File: config.mk
export PLATFORM = sky130hd
export DESIGN_NAME = iram_prog_loader
export DESIGN_NICKNAME = d
export VERILOG_FILES = /design/src/rtl/iram_prog_loader.sv
export SDC_FILE = /design/constraint.sdc
export NUM_CORES = 1
export LEC_CHECK = 0
export CAP_MARGIN = 20
export CORE_UTILIZATION = 45
export DETAILED_ROUTE_END_ITERATION = 8
export GPL_TIMING_DRIVEN = 1
export PLACE_DENSITY = 0.82
export RECOVER_POWER = 50
export SLEW_MARGIN = 20
export SYNTH_ARGS = -nofsm -noshare
export SYNTH_HDL_FRONTEND = slang
export SYNTH_SLANG_ARGS = --single-unit
File: constraint.sdc
create_clock -name pll_core_cpuclk -period 2.2 [get_ports pll_core_cpuclk]
set_clock_uncertainty 0.05 [all_clocks]
set_input_delay 0.44 -clock pll_core_cpuclk [delete_from_list [all_inputs] [get_ports pll_core_cpuclk]]
set_output_delay 0.44 -clock pll_core_cpuclk [all_outputs]
set_load 0.01 [all_outputs]
File: src/rtl/iram_prog_loader.sv
// ---------------------------------------------------------------------------
// iram_prog_loader
//
// Streams 32-bit host words into 128-bit IRAM program lines and writes each
// completed line to the IRAM program port. The CPU is held in reset
// (cpu_rst_b low) from power-up and for the whole load. It is released once
// every requested line has been written.
//
// Optional feature: define IRAM_LOADER_CHKSUM_EN to build a running modulo-2^32
// sum of every transferred word on chksum. Without the macro, chksum is a
// constant 0 and no adder is built.
//
// Parameters
//   LINE_AW          IRAM line-address width in bits
//
// Ports
//   pll_core_cpuclk  in   sole clock, rising edge
//   pad_cpu_rst      in   synchronous active-high reset
//   start            in   single-cycle load request (accepted in IDLE/DONE)
//   base_waddr       in   first line address, sampled on accepted start
//   line_cnt         in   number of 128-bit lines, sampled on accepted start
//   ld_valid         in   host word valid
//   ld_data          in   host word
//   ld_ready         out  loader accepts a word (FILL only)
//   prog_wen         out  one-cycle IRAM program-write strobe
//   prog_waddr       out  IRAM program-write line address (held between writes)
//   prog_wdata       out  IRAM program-write data (held between writes)
//   cpu_rst_b        out  active-low CPU release, high only in DONE
//   busy             out  load in progress (FILL or WRITE)
//   done             out  load complete
//   chksum           out  load checksum (see macro above)
// ---------------------------------------------------------------------------
module iram_prog_loader #(
  parameter int LINE_AW = 20
) (
  input  logic               pll_core_cpuclk,
  input  logic               pad_cpu_rst,
  input  logic               start,
  input  logic [LINE_AW-1:0] base_waddr,
  input  logic [LINE_AW-1:0] line_cnt,
  input  logic               ld_valid,
  input  logic [31:0]        ld_data,
  output logic               ld_ready,
  output logic               prog_wen,
  output logic [LINE_AW-1:0] prog_waddr,
  output logic [127:0]       prog_wdata,
  output logic               cpu_rst_b,
  output logic               busy,
  output logic               done,
  output logic [31:0]        chksum
);

  typedef enum logic [1:0] {
    IDLE  = 2'd0,
    FILL  = 2'd1,
    WRITE = 2'd2,
    DONE  = 2'd3
  } state_t;

  state_t             state_q;
  state_t             state_d;

  logic               start_acc;
  logic               xfer;
  logic               last_word;

  logic [1:0]         word_idx_q;
  logic [LINE_AW-1:0] remain_q;
  logic [LINE_AW-1:0] addr_q;

  logic [95:0]        pack_p0;
  logic [127:0]       wr_data_p1;
  logic [LINE_AW-1:0] wr_addr_p1;

  // A start while a load is running is dropped, not queued.
  assign start_acc = start && ((state_q == IDLE) || (state_q == DONE));
  // ld_ready is only high in FILL, so a start coincident with ld_valid in DONE
  // can never move a word.
  assign xfer      = (state_q == FILL) && ld_valid;
  assign last_word = xfer && (word_idx_q == 2'd3);

  always_ff @(posedge pll_core_cpuclk) begin
    if (pad_cpu_rst) begin
      state_q <= IDLE;
    end else begin
      state_q <= state_d;
    end
  end

  always_comb begin
    state_d   = state_q;
    ld_ready  = 1'b0;
    prog_wen  = 1'b0;
    busy      = 1'b0;
    done      = 1'b0;
    cpu_rst_b = 1'b0;
    case (state_q)
      IDLE: begin
        if (start_acc) begin
          state_d = (line_cnt != '0) ? FILL : DONE;
        end
      end
      FILL: begin
        ld_ready = 1'b1;
        busy     = 1'b1;
        if (last_word) begin
          state_d = WRITE;
        end
      end
      WRITE: begin
        prog_wen = 1'b1;
        busy     = 1'b1;
        state_d  = (remain_q == LINE_AW'(1)) ? DONE : FILL;
      end
      DONE: begin
        done      = 1'b1;
        cpu_rst_b = 1'b1;
        if (start_acc) begin
          state_d = (line_cnt != '0) ? FILL : DONE;
        end
      end
      default: state_d = IDLE;
    endcase
  end

  // Load control: word index within the line, lines left, next line address.
  // Clearing word_idx_q on reset is what discards a partially packed line.
  always_ff @(posedge pll_core_cpuclk) begin
    if (pad_cpu_rst) begin
      word_idx_q <= '0;
      remain_q   <= '0;
      addr_q     <= '0;
    end else if (start_acc) begin
      word_idx_q <= '0;
      remain_q   <= line_cnt;
      addr_q     <= base_waddr;
    end else if (state_q == WRITE) begin
      remain_q   <= remain_q - LINE_AW'(1);
      addr_q     <= addr_q + LINE_AW'(1);   // wraps modulo 2^LINE_AW
    end else if (xfer) begin
      word_idx_q <= word_idx_q + 2'd1;
    end
  end

  // ---- stage p0: pack words 0..2 of the current line ----
  always_ff @(posedge pll_core_cpuclk) begin
    if (xfer) begin
      case (word_idx_q)
        2'd0:    pack_p0[31:0]  <= ld_data;
        2'd1:    pack_p0[63:32] <= ld_data;
        2'd2:    pack_p0[95:64] <= ld_data;
        default: pack_p0        <= pack_p0;
      endcase
    end
  end

  // ---- stage p1: completed line, presented during WRITE and held after ----
  // Kept apart from pack_p0 so the write port stays stable while the next
  // line is being packed.
  always_ff @(posedge pll_core_cpuclk) begin
    if (pad_cpu_rst) begin
      wr_data_p1 <= '0;
      wr_addr_p1 <= '0;
    end else if (last_word) begin
      wr_data_p1 <= {ld_data, pack_p0};
      wr_addr_p1 <= addr_q;
    end
  end

  assign prog_wdata = wr_data_p1;
  assign prog_waddr = wr_addr_p1;

`ifdef IRAM_LOADER_CHKSUM_EN
  logic [31:0] chksum_q;

  always_ff @(posedge pll_core_cpuclk) begin
    if (pad_cpu_rst) begin
      chksum_q <= '0;
    end else if (start_acc) begin
      chksum_q <= '0;
    end else if (xfer) begin
      chksum_q <= chksum_q + ld_data;
    end
  end

  assign chksum = chksum_q;
`else
  assign chksum = '0;
`endif

endmodule

; After elaboration in Yosys (flattened, before gate mapping)
; Cells that the tools add are included.
[classes]
n_mux = 13
n_reduce_logical = 16
eq_ne = 9
add_sub_neg = 3
bitwise = 1
[op_table]
columns = cell, n
row1 = $mux W20, 4
row2 = $add A20 B1 Y20 const B, 1
row3 = $eq A20 B1 Y1 const B, 1
row4 = $reduce_bool A20 Y1, 1
row5 = $sub A20 B1 Y20 const B, 1
row6 = $reduce_and A2 Y1, 5
row7 = $eq A2 B2 Y1 const B, 4
row8 = $mux W2, 4
row9 = $pmux W2 S3, 1
row10 = $reduce_or A2 Y1, 3
row11 = $eq A2 B1 Y1 const B, 2
row12 = $logic_not A2 Y1, 2
row13 = $mux W1, 4
row14 = $logic_and A1 B1 Y1, 3
row15 = $add A2 B1 Y2 const B, 1
row16 = $ne A2 B1 Y1 const B, 1
row17 = $ne A2 B2 Y1 const B, 1
row18 = $reduce_bool A2 Y1, 1
row19 = $logic_or A1 B1 Y1, 1
row20 = $not A1 Y1, 1
[totals]
regBits = 288
inputBits = 76
wordCells = 51
output_inout_bits = 185

; Logic depth before layout (Yosys ltp)
; Gate-level depths: netlist of run 1.
[depth]
word_depth = 5
mapped_depth = 9
mapped_depth_nobuf = 6

; Least setup slack after synthesis of run 1
; Ideal clock, no wire load.
[synth_path]
kind = register to register
from = reg state_q[0]
to = reg remain_q[15]
setup_time_ns = 0.091
setup_slack_ns = -0.094
path_buffers = 1
t_required_ns = 2.059
path_stages_with_launch = 8
arrival_time_ns = 2.153
period_less_slack_ns = 2.294
cell_sequence = dfxtp_1 -> inv_1 -> ha_1 -> or3b_2 -> or3_1 -> clkbuf_1 -> or4_1 -> a311oi_1
[synth_between]
elab_chain_cells = 4
word_cells_on_any_way = 7
classes_between = 2 x eq/ne / 1 x mux / 4 x reduce/logical
[synth_lines]
columns = item, line_no
row1 = "start, declared", 60  ; state_t state_q;
row2 = "start signal, assigned", 86  ; state_q <= state_d;
row3 = $eq A2 B2 Y1 or $logic_not A2 Y1 (tied branches), 76  ; assign start_acc = start && ((state_q == IDLE) || (state_q == DONE));
row4 = $logic_or A1 B1 Y1, 76
row5 = $logic_and A1 B1 Y1, 76
row6 = $mux W20 or $reduce_bool A2 Y1 (tied branches), -
row7 = "end signal, assigned", 135  ; remain_q <= line_cnt;
row8 = "end signal, assigned", 138  ; remain_q <= remain_q - LINE_AW'(1);
row9 = "end, declared", 68  ; logic [LINE_AW-1:0] remain_q;
; Several ways; a longest one is shown, not always the timed one.
; A chain may end at the register's enable or synchronous reset.

; Final worst setup path of run 1
[layout_path]
from = reg remain_q[5]
to = reg state_q[1]
[layout_between]
elab_chain_cells = 3
[layout_lines]
columns = item, line_no
row1 = $eq A20 B1 Y1, 113  ; state_d = (remain_q == LINE_AW'(1)) ? DONE : FILL;
row2 = $mux W2, 113
row3 = $pmux W2 S3, 97  ; case (state_q)
; No other way between the ends.

==> qor.log, run 1 <==
[final_layout] Sequential Area 6730 sq um
[final_layout] antenna diode instance count 0
[flow_run] max_cap viols 0
[detailed_routing] Routed Wire Length 27.9 mm
[sta] maximum achievable frequency 0.452 GHz
[detailed_routing] average wire per standard cell 16.7 um
[worst_setup_path] Worst setup startpoint remain_q[5]
[power] Leak Pwr 0.00492 uW
[synthesis] count of yosys warnings during synthesis 0
[detailed_routing] vias after detailed routing 8727
[final_layout] commonest cells after routing, fill and taps aside 306 x nand2_1, 191 x dfxtp_1, 190 x clkdlybuf4s50_1
[clocking] TritonCTS buffer count 30
[global_route] maximum number of pins on one net before global-route repair 103
[final_layout] area of the multi-input gates 3700 sq um
[synthesis] number of enable flip-flop cells after synthesis 96
[detailed_routing] post-detailed-route via-to-cell ratio 5.23
[worst_setup_path] critical path launch point type flip-flop
[final_layout] post-route cell area 14700 sq um
[worst_hold_path] worst hold path endpoint prog_waddr[12]
[clocking] clock tree from TritonCTS yes
[power] maximum ir drop on the vdd rail 0.525 mV
[worst_hold_path] worst hold path class input port to flip-flop
[clocking] H-tree depth 1
[final_layout] fraction of layout instances using a drive strength above 1 9.04%
[die] count of standard-cell rows 56
[sta] number of max-slew violations in the final report 0
[worst_setup_path] largest delay contributor family on the critical path simple AND/OR/NAND/NOR gates
[worst_setup_path] Critical path buffers and inverters 1
[sta] shortest period the worst path allows 2210 ps
[sta] total setup violations reported at the end of the flow 1
[worst_setup_path] type of the worst setup path flip-flop to flip-flop
[synthesis] area share of the largest cell type after synthesis 35.6%
[synthesis] Post-Synthesis Cell Area 10800 sq um
[clocking] Clk Latency, worst-skew pair 530 ps
[clocking] TritonCTS sink count 288
[detailed_routing] DRC violations left 0
[worst_setup_path] origin of the critical flop-to-flop path remain_q[5]
[clocking] count of hold-fix buffers inserted at cts 0
[global_route] grt ovf 0
[placement] Port-buffer cells 228
[synthesis] count of different cell masters after synthesis 46
[sta] period utilisation layout 101%
[global_route] number of antenna violations at the first check in global routing 1
[sta] slew at the pin closest to its max-slew limit 518 ps
[synthesis] predominant post-synthesis flop cell dfxtp_1
[worst_setup_path] CP Max Fanout 6
[detailed_routing] count of nets left with antenna violations after detail routing 0
[final_layout] final core utilization 62.5%
[worst_setup_path] Most common cell on crit path or4_4
[worst_setup_path] arrival time of the worst setup path 2610 ps
[synthesis] portion of the post-synthesis area used by sequential elements 62.4%
[worst_setup_path] endpoint kind of the worst setup timing path flip-flop
[sta] final critical-path setup slack -11.6 ps
[placement] worst-case setup slack after placement -53.8 ps
[detailed_routing] First DRT Iteration DRCs 641
[detailed_routing] detailed-routing iteration count for the pre-antenna-repair pass 5
[worst_setup_path] Crit path largest cell delay 570 ps
[die] initial core utilization 45.9%
[die] Die Width 157 um
[die] total I/O pin count 261
[synthesis] mean cell area of the mapped netlist 9.85 sq um
[worst_setup_path] depth of the most critical reg-to-reg path 5
[run_status] result of the run finished with violations
[clocking] Clock Tree Root clkbuf_16
[synthesis] Post-synth ARST share 0%
[final_layout] most common library cell in the layout ignoring fill and taps nand2_1
[synthesis] cell count after synthesis 1095
[run_status] violated checks setup timing
[worst_hold_path] Hold Startpoint pad_cpu_rst
[die] vertical extent of the die 157 um
[power] power per cell area 850 nW/um^2
[placement] Routability Congestion 0.909
[sta] Final Hold Viols 0
[worst_setup_path] slack of the worst reg-to-reg path -10 ps
[die] Total Die Area 24600 sq um
[clocking] CTS clock-pin slew for the worst setup and hold paths 60 ps
[global_route] global-route usage over all layers 22.2%
[final_layout] filler cell count 1831
[global_route] first-pass GRT wire length 43.0 mm
[worst_setup_path] CP cell instances or4_4 -> or3_4 -> buf_4 -> or4_4 -> a31oi_2
[sta] unrepaired setup endpoints after global routing true
[final_layout] P&R area growth vs syn 36.1%
[die] Core Footprint 23500 sq um
[final_layout] Post-layout nets 1411
[worst_setup_path] critical-path cell with the highest stage delay or4_4
[synthesis] library cell occupying the most area in the post-synthesis netlist dfxtp_1
[global_route] vias in the first global route 8283
[synthesis] cells taking the most area after synthesis dfxtp_1 36%, edfxtp_1 27%, nand2_1 11%
[sta] Slew headroom 65.0%
[placement] HPWL after detailed placement 18.7 mm
[worst_hold_path] Hold Path Cell Cnt 2
[clocking] maximum root-to-sink buffer count 3
[synthesis] post-synthesis register bit count 288
[worst_setup_path] Reg2Reg Capture Point state_q[1]
[worst_setup_path] Worst Path Required 2600 ps
[placement] instance area at placement 13600 sq um
## what timing repair did
item,in CTS,in global routing
setup buffers,0,0
setup endpoints to repair,8,6
pin swaps,4,5
gates resized for setup,11,9
## where the power goes
part / total [uW] / internal (uW) / switching [uW]
Sequential: 5890 / 5710 / 176
Combinational: 1300 / 581 / 716
Clock: 5300 / 3260 / 2040
## cell usage after synthesis (all sizes together) (2+ instances only)
library cell	instances
nand2	307
dfxtp	192
a21oi	155
edfxtp	96
clkbuf	65
nor2	41
buf	38
a211oi	23
xnor2	16
or3	14
inv	13
a311oi	12
or4	12
nor4	11
ha	10
nand4	10
nand3	9
nor3	9
o21ai	8
xor2	7
and3	6
or2	6
nand3b	5
o31ai	5
nor3b	3
and2	2
and4	2
mux2i	2
nor4b	2
o21bai	2
o22ai	2
## layout make-up
type                    count  area share, %
inverters                  13          0.332
repair buffers            270           18.7
clock inverters            16           1.31
well taps                 319           2.72
flip-flops and latches    288           45.8
multi-input cells         722           25.2
clock buffers              40           5.94
## kinds of logic after synthesis
kind of cell             count (synthesis)  synth area share, %
multiplexers                             2                0.186
other                                    1               0.0348
AND/OR/NAND/NOR                        443                 17.9
buffers and inverters                  116                 5.32
flip-flops                             288                 62.4
adder cells (fa/ha/maj)                 10                 1.16
XOR/XNOR                                23                 1.87
AO/OA/AOI/OAI                          212                 11.1
## per-layer routing
| layer | part of all wire [%] | up-vias | wire, um | track usage [%] |
|---|---|---|---|---|
| li1 | - | 4150 | - | - |
| met1 | 41 | 4135 | 11300 | 28.3 |
| met2 | 48 | 352 | 13300 | 36.6 |
| met3 | 7.2 | 88 | 2000 | 4.21 |
| met4 | 4.5 | 2 | 1260 | 9.99 |
| met5 | 0.047 | - | 13 | 0 |
## state kept, by name, summed over array words and instances (netlist names)
name	cells
pack_p0	96
addr_q	20
prog_waddr	20
remain_q	20
prog_wdata	128
state_q	2
word_idx_q	2
## worst max path at each step
stage | end | slack, ps | cells past startpoint
3_3_place_gp | state_q[1] | 40 | 6
5_1_grt | state_q[1] | -50 | 5
6_report | state_q[1] | -10 | 5
4_1_cts | state_q[1] | 10 | 5
2_1_floorplan | remain_q[19] | 2 | 5
3_5_place_dp | remain_q[19] | -50 | 4
## per-stage QoR
stage / std cells / power (uW) / setup TNS (ps) / hold slack (ps)
after floorplan: 1126 / 6750 / 0 / 382
after global placement: 1612 / 7190 / 0 / 391
after detailed placement: 1612 / 7240 / -87.7 / 396
after global routing: 1668 / 12900 / -89.6 / 267
final: 1668 / 12500 / -11.6 / 250
after CTS: 1668 / 12500 / 0 / 246
Note: power is estimated with default switching activity, not from simulation.
==> run 2, diff against run 1 <==
Settings changed: CTS_CLUSTER_SIZE set to 14, SLEW_MARGIN 20 to 0.
==> run 2 against run 1 <==
Effect of this change:
- the run now ends clean
- flip-flop and latch count is the same
- non-clock buffer count unchanged
- critical path depth stayed put
- utilization shrank 1.1 points
- total power fell by 4.7%
- count of clock-buffer cells in the layout decreased by 2
- sequential share of layout area rose by 0.81 points
- sequential power about the same
- via count down 0.22%
- largest cell class unchanged
==> qor.log, run 2 (synthesized netlist as in run 1, its figures left out) <==
[die] total I/O pin count 261 [unchanged]
[worst_setup_path] endpoint kind of the worst setup timing path flip-flop
[sta] maximum achievable frequency 0.455 GHz [+0.62%]
[placement] number of placed instances, taps included 1612 [unchanged]
[final_layout] Post-layout nets 1410 [-0.071%]
[worst_setup_path] depth of the most critical reg-to-reg path 5 [unchanged]
[run_status] result of the run finished clean
[flow_run] max_cap viols 0 [unchanged]
[power] maximum ir drop on the vdd rail 0.567 mV [+8.1%]
[sta] shortest period the worst path allows 2200 ps [-13.7 ps]
[detailed_routing] First DRT Iteration DRCs 713 [+11%]
[worst_hold_path] Hold Path Cell Cnt 2 [unchanged]
[sta] period utilisation layout 99.9% [-0.62 points]
[placement] Routability Congestion 0.909 [unchanged]
[die] Core Footprint 23500 sq um [unchanged]
[clocking] maximum root-to-sink buffer count 3 [unchanged]
[worst_setup_path] type of the worst setup path flip-flop to flip-flop
[clocking] Clock Tree Root clkbuf_16
[clocking] post-CTS setup repair buffer count 0 [unchanged]
[final_layout] commonest cells after routing, fill and taps aside 306 x nand2_1, 192 x dfxtp_1, 190 x clkdlybuf4s50_1
[detailed_routing] average wire per standard cell 16.8 um [+0.44%]
[final_layout] P&R area growth vs syn 33.7%
[clocking] TritonCTS buffer count 29 [-3.3%]
[detailed_routing] DRC violations left 0 [unchanged]
[clocking] CTS clock-pin slew for the worst setup and hold paths 60 ps [about the same]
[global_route] first-pass GRT wire length 42.8 mm [-0.37%]
[power] power per cell area 825 nW/um^2 [-3.0%]
[worst_setup_path] CP Max Fanout 4 [-2]
[die] count of standard-cell rows 56 [unchanged]
[detailed_routing] post-detailed-route via-to-cell ratio 5.23 [about the same]
[final_layout] area of the multi-input gates 3690 sq um [-0.34%]
[worst_setup_path] slack of the worst reg-to-reg path 2 ps [about the same]
[detailed_routing] vias after detailed routing 8708 [-0.22%]
[global_route] vias in the first global route 8370 [+1.1%]
[worst_hold_path] worst hold path class input port to flip-flop
[worst_setup_path] Worst Path Required 2600 ps [about the same]
[global_route] global-route usage over all layers 22.1% [-0.088 points]
[sta] slew at the pin closest to its max-slew limit 748 ps [+229 ps]
[final_layout] fraction of layout instances using a drive strength above 1 8.46% [-0.58 points]
[sta] number of max-slew violations in the final report 0 [unchanged]
[final_layout] antenna diode instance count 0 [unchanged]
[worst_setup_path] arrival time of the worst setup path 2600 ps [about the same]
[global_route] grt ovf 0 [unchanged]
[sta] Hold WS 256 ps [+6.05 ps]
[final_layout] flip-flop count of the largest register after layout 128 [unchanged]
[die] Total Die Area 24600 sq um [unchanged]
[sta] Final Hold Viols 0 [unchanged]
[clocking] H-tree depth 1 [unchanged]
[detailed_routing] Routed Wire Length 28.0 mm [+0.32%]
[final_layout] Sequential Area 6730 sq um [about the same]
[worst_setup_path] Reg2Reg Capture Point state_q[1]
[detailed_routing] detailed-routing iteration count for the pre-antenna-repair pass 5 [unchanged]
[global_route] number of antenna violations at the first check in global routing 1 [unchanged]
[placement] HPWL after detailed placement 18.7 mm [unchanged]
[clocking] TritonCTS sink count 288 [unchanged]
[die] Die Width 157 um [unchanged]
[clocking] Clk Latency, worst-skew pair 530 ps [about the same]
[power] Leak Pwr 0.00481 uW [-2.3%]
[sta] final total negative setup slack 0 ps [+11.6 ps]
[die] initial core utilization 45.9% [unchanged]
[final_layout] most common library cell in the layout ignoring fill and taps nand2_1
[final_layout] final non-filler cell total 1666 [-0.12%]
[detailed_routing] count of nets left with antenna violations after detail routing 0 [unchanged]
[worst_hold_path] worst hold path endpoint prog_waddr[4]
[sta] total setup violations reported at the end of the flow 0 [-1]
[final_layout] filler cell count 1858 [+1.5%]
[placement] Port-buffer cells 228 [unchanged]
[sta] Slew headroom 50.2% [-15 points]
[die] vertical extent of the die 157 um [unchanged]
[clocking] clock tree from TritonCTS yes
[sta] unrepaired setup endpoints after global routing true
[global_route] maximum number of pins on one net before global-route repair 103 [unchanged]
[worst_setup_path] origin of the critical flop-to-flop path remain_q[9]
[worst_setup_path] critical path launch point type flip-flop
[worst_hold_path] Hold Startpoint pad_cpu_rst
-- run 2: repair_timing --
item / 4_1_cts / 5_1_grt
gates cloned: 0 / 0
pin swaps: 3 / 3
gates resized for setup: 10 / 9
setup endpoints to repair: 7 / 6
hold buffers: 0 / 0
-- run 2: worst max-delay path by stage --
stage / start / end / slack, ps / cells after the start
global placement: line_cnt[18] / state_q[1] / 40 / 6
CTS: remain_q[9] / state_q[1] / 9 / 5
global route: remain_q[9] / state_q[1] / -70 / 5
finish: remain_q[9] / state_q[1] / 2 / 5
detailed placement: remain_q[5] / remain_q[19] / -50 / 4
floorplan: remain_q[9] / remain_q[19] / 2 / 5
-- run 2: final cells by class --
cell class | instances | share of cell area (%)
Clock inverter | 16 | 0.989
Sequential cell | 288 | 46.6
Inverter | 13 | 0.338
Clock buffer | 38 | 5.40
Tap cell | 319 | 2.77
Timing Repair Buffer | 270 | 18.3
Multi-Input combinational cell | 722 | 25.6
-- run 2: per-stage QoR --
step | total power [uW] | utilization, % | setup WS, ps | area (sq um)
after floorplan | 6750 | - | 2.18 | 10900
after global placement | 7190 | 57.7 | 36.0 | 13600
after detailed placement | 7240 | 57.7 | -53.8 | 13600
after CTS | 12000 | 61.8 | 9.07 | 14500
after global routing | 12400 | 61.4 | -74.8 | 14400
final | 11900 | 61.4 | 2.06 | 14400
-- run 2: where the power goes --
group / internal (uW) / switching, uW / total, uW / leakage, uW
Clock: 2730 / 2000 / 4730 / 0.000439
Combinational: 569 / 710 / 1280 / 0.00194
Sequential: 5710 / 178 / 5890 / 0.00242
-- run 2: critical path, cell delays in order, from the launching register on --
cell     delay, ps
dfxtp_1        320
or4_4          560
or3_4          380
buf_4          140
or4_4          480
a31oi_2        190
-- run 2: per-layer routing --
layer / vias to the layer above / routed length, um / track usage [%] / part of all wire (%)
li1: 4151 / - / - / -
met1: 4137 / 11400 / 27.9 / 41
met2: 332 / 13200 / 36.5 / 47
met3: 86 / 1930 / 4.40 / 6.9
met4: 2 / 1320 / 10.1 / 4.7
met5: - / 13 / 0 / 0.047
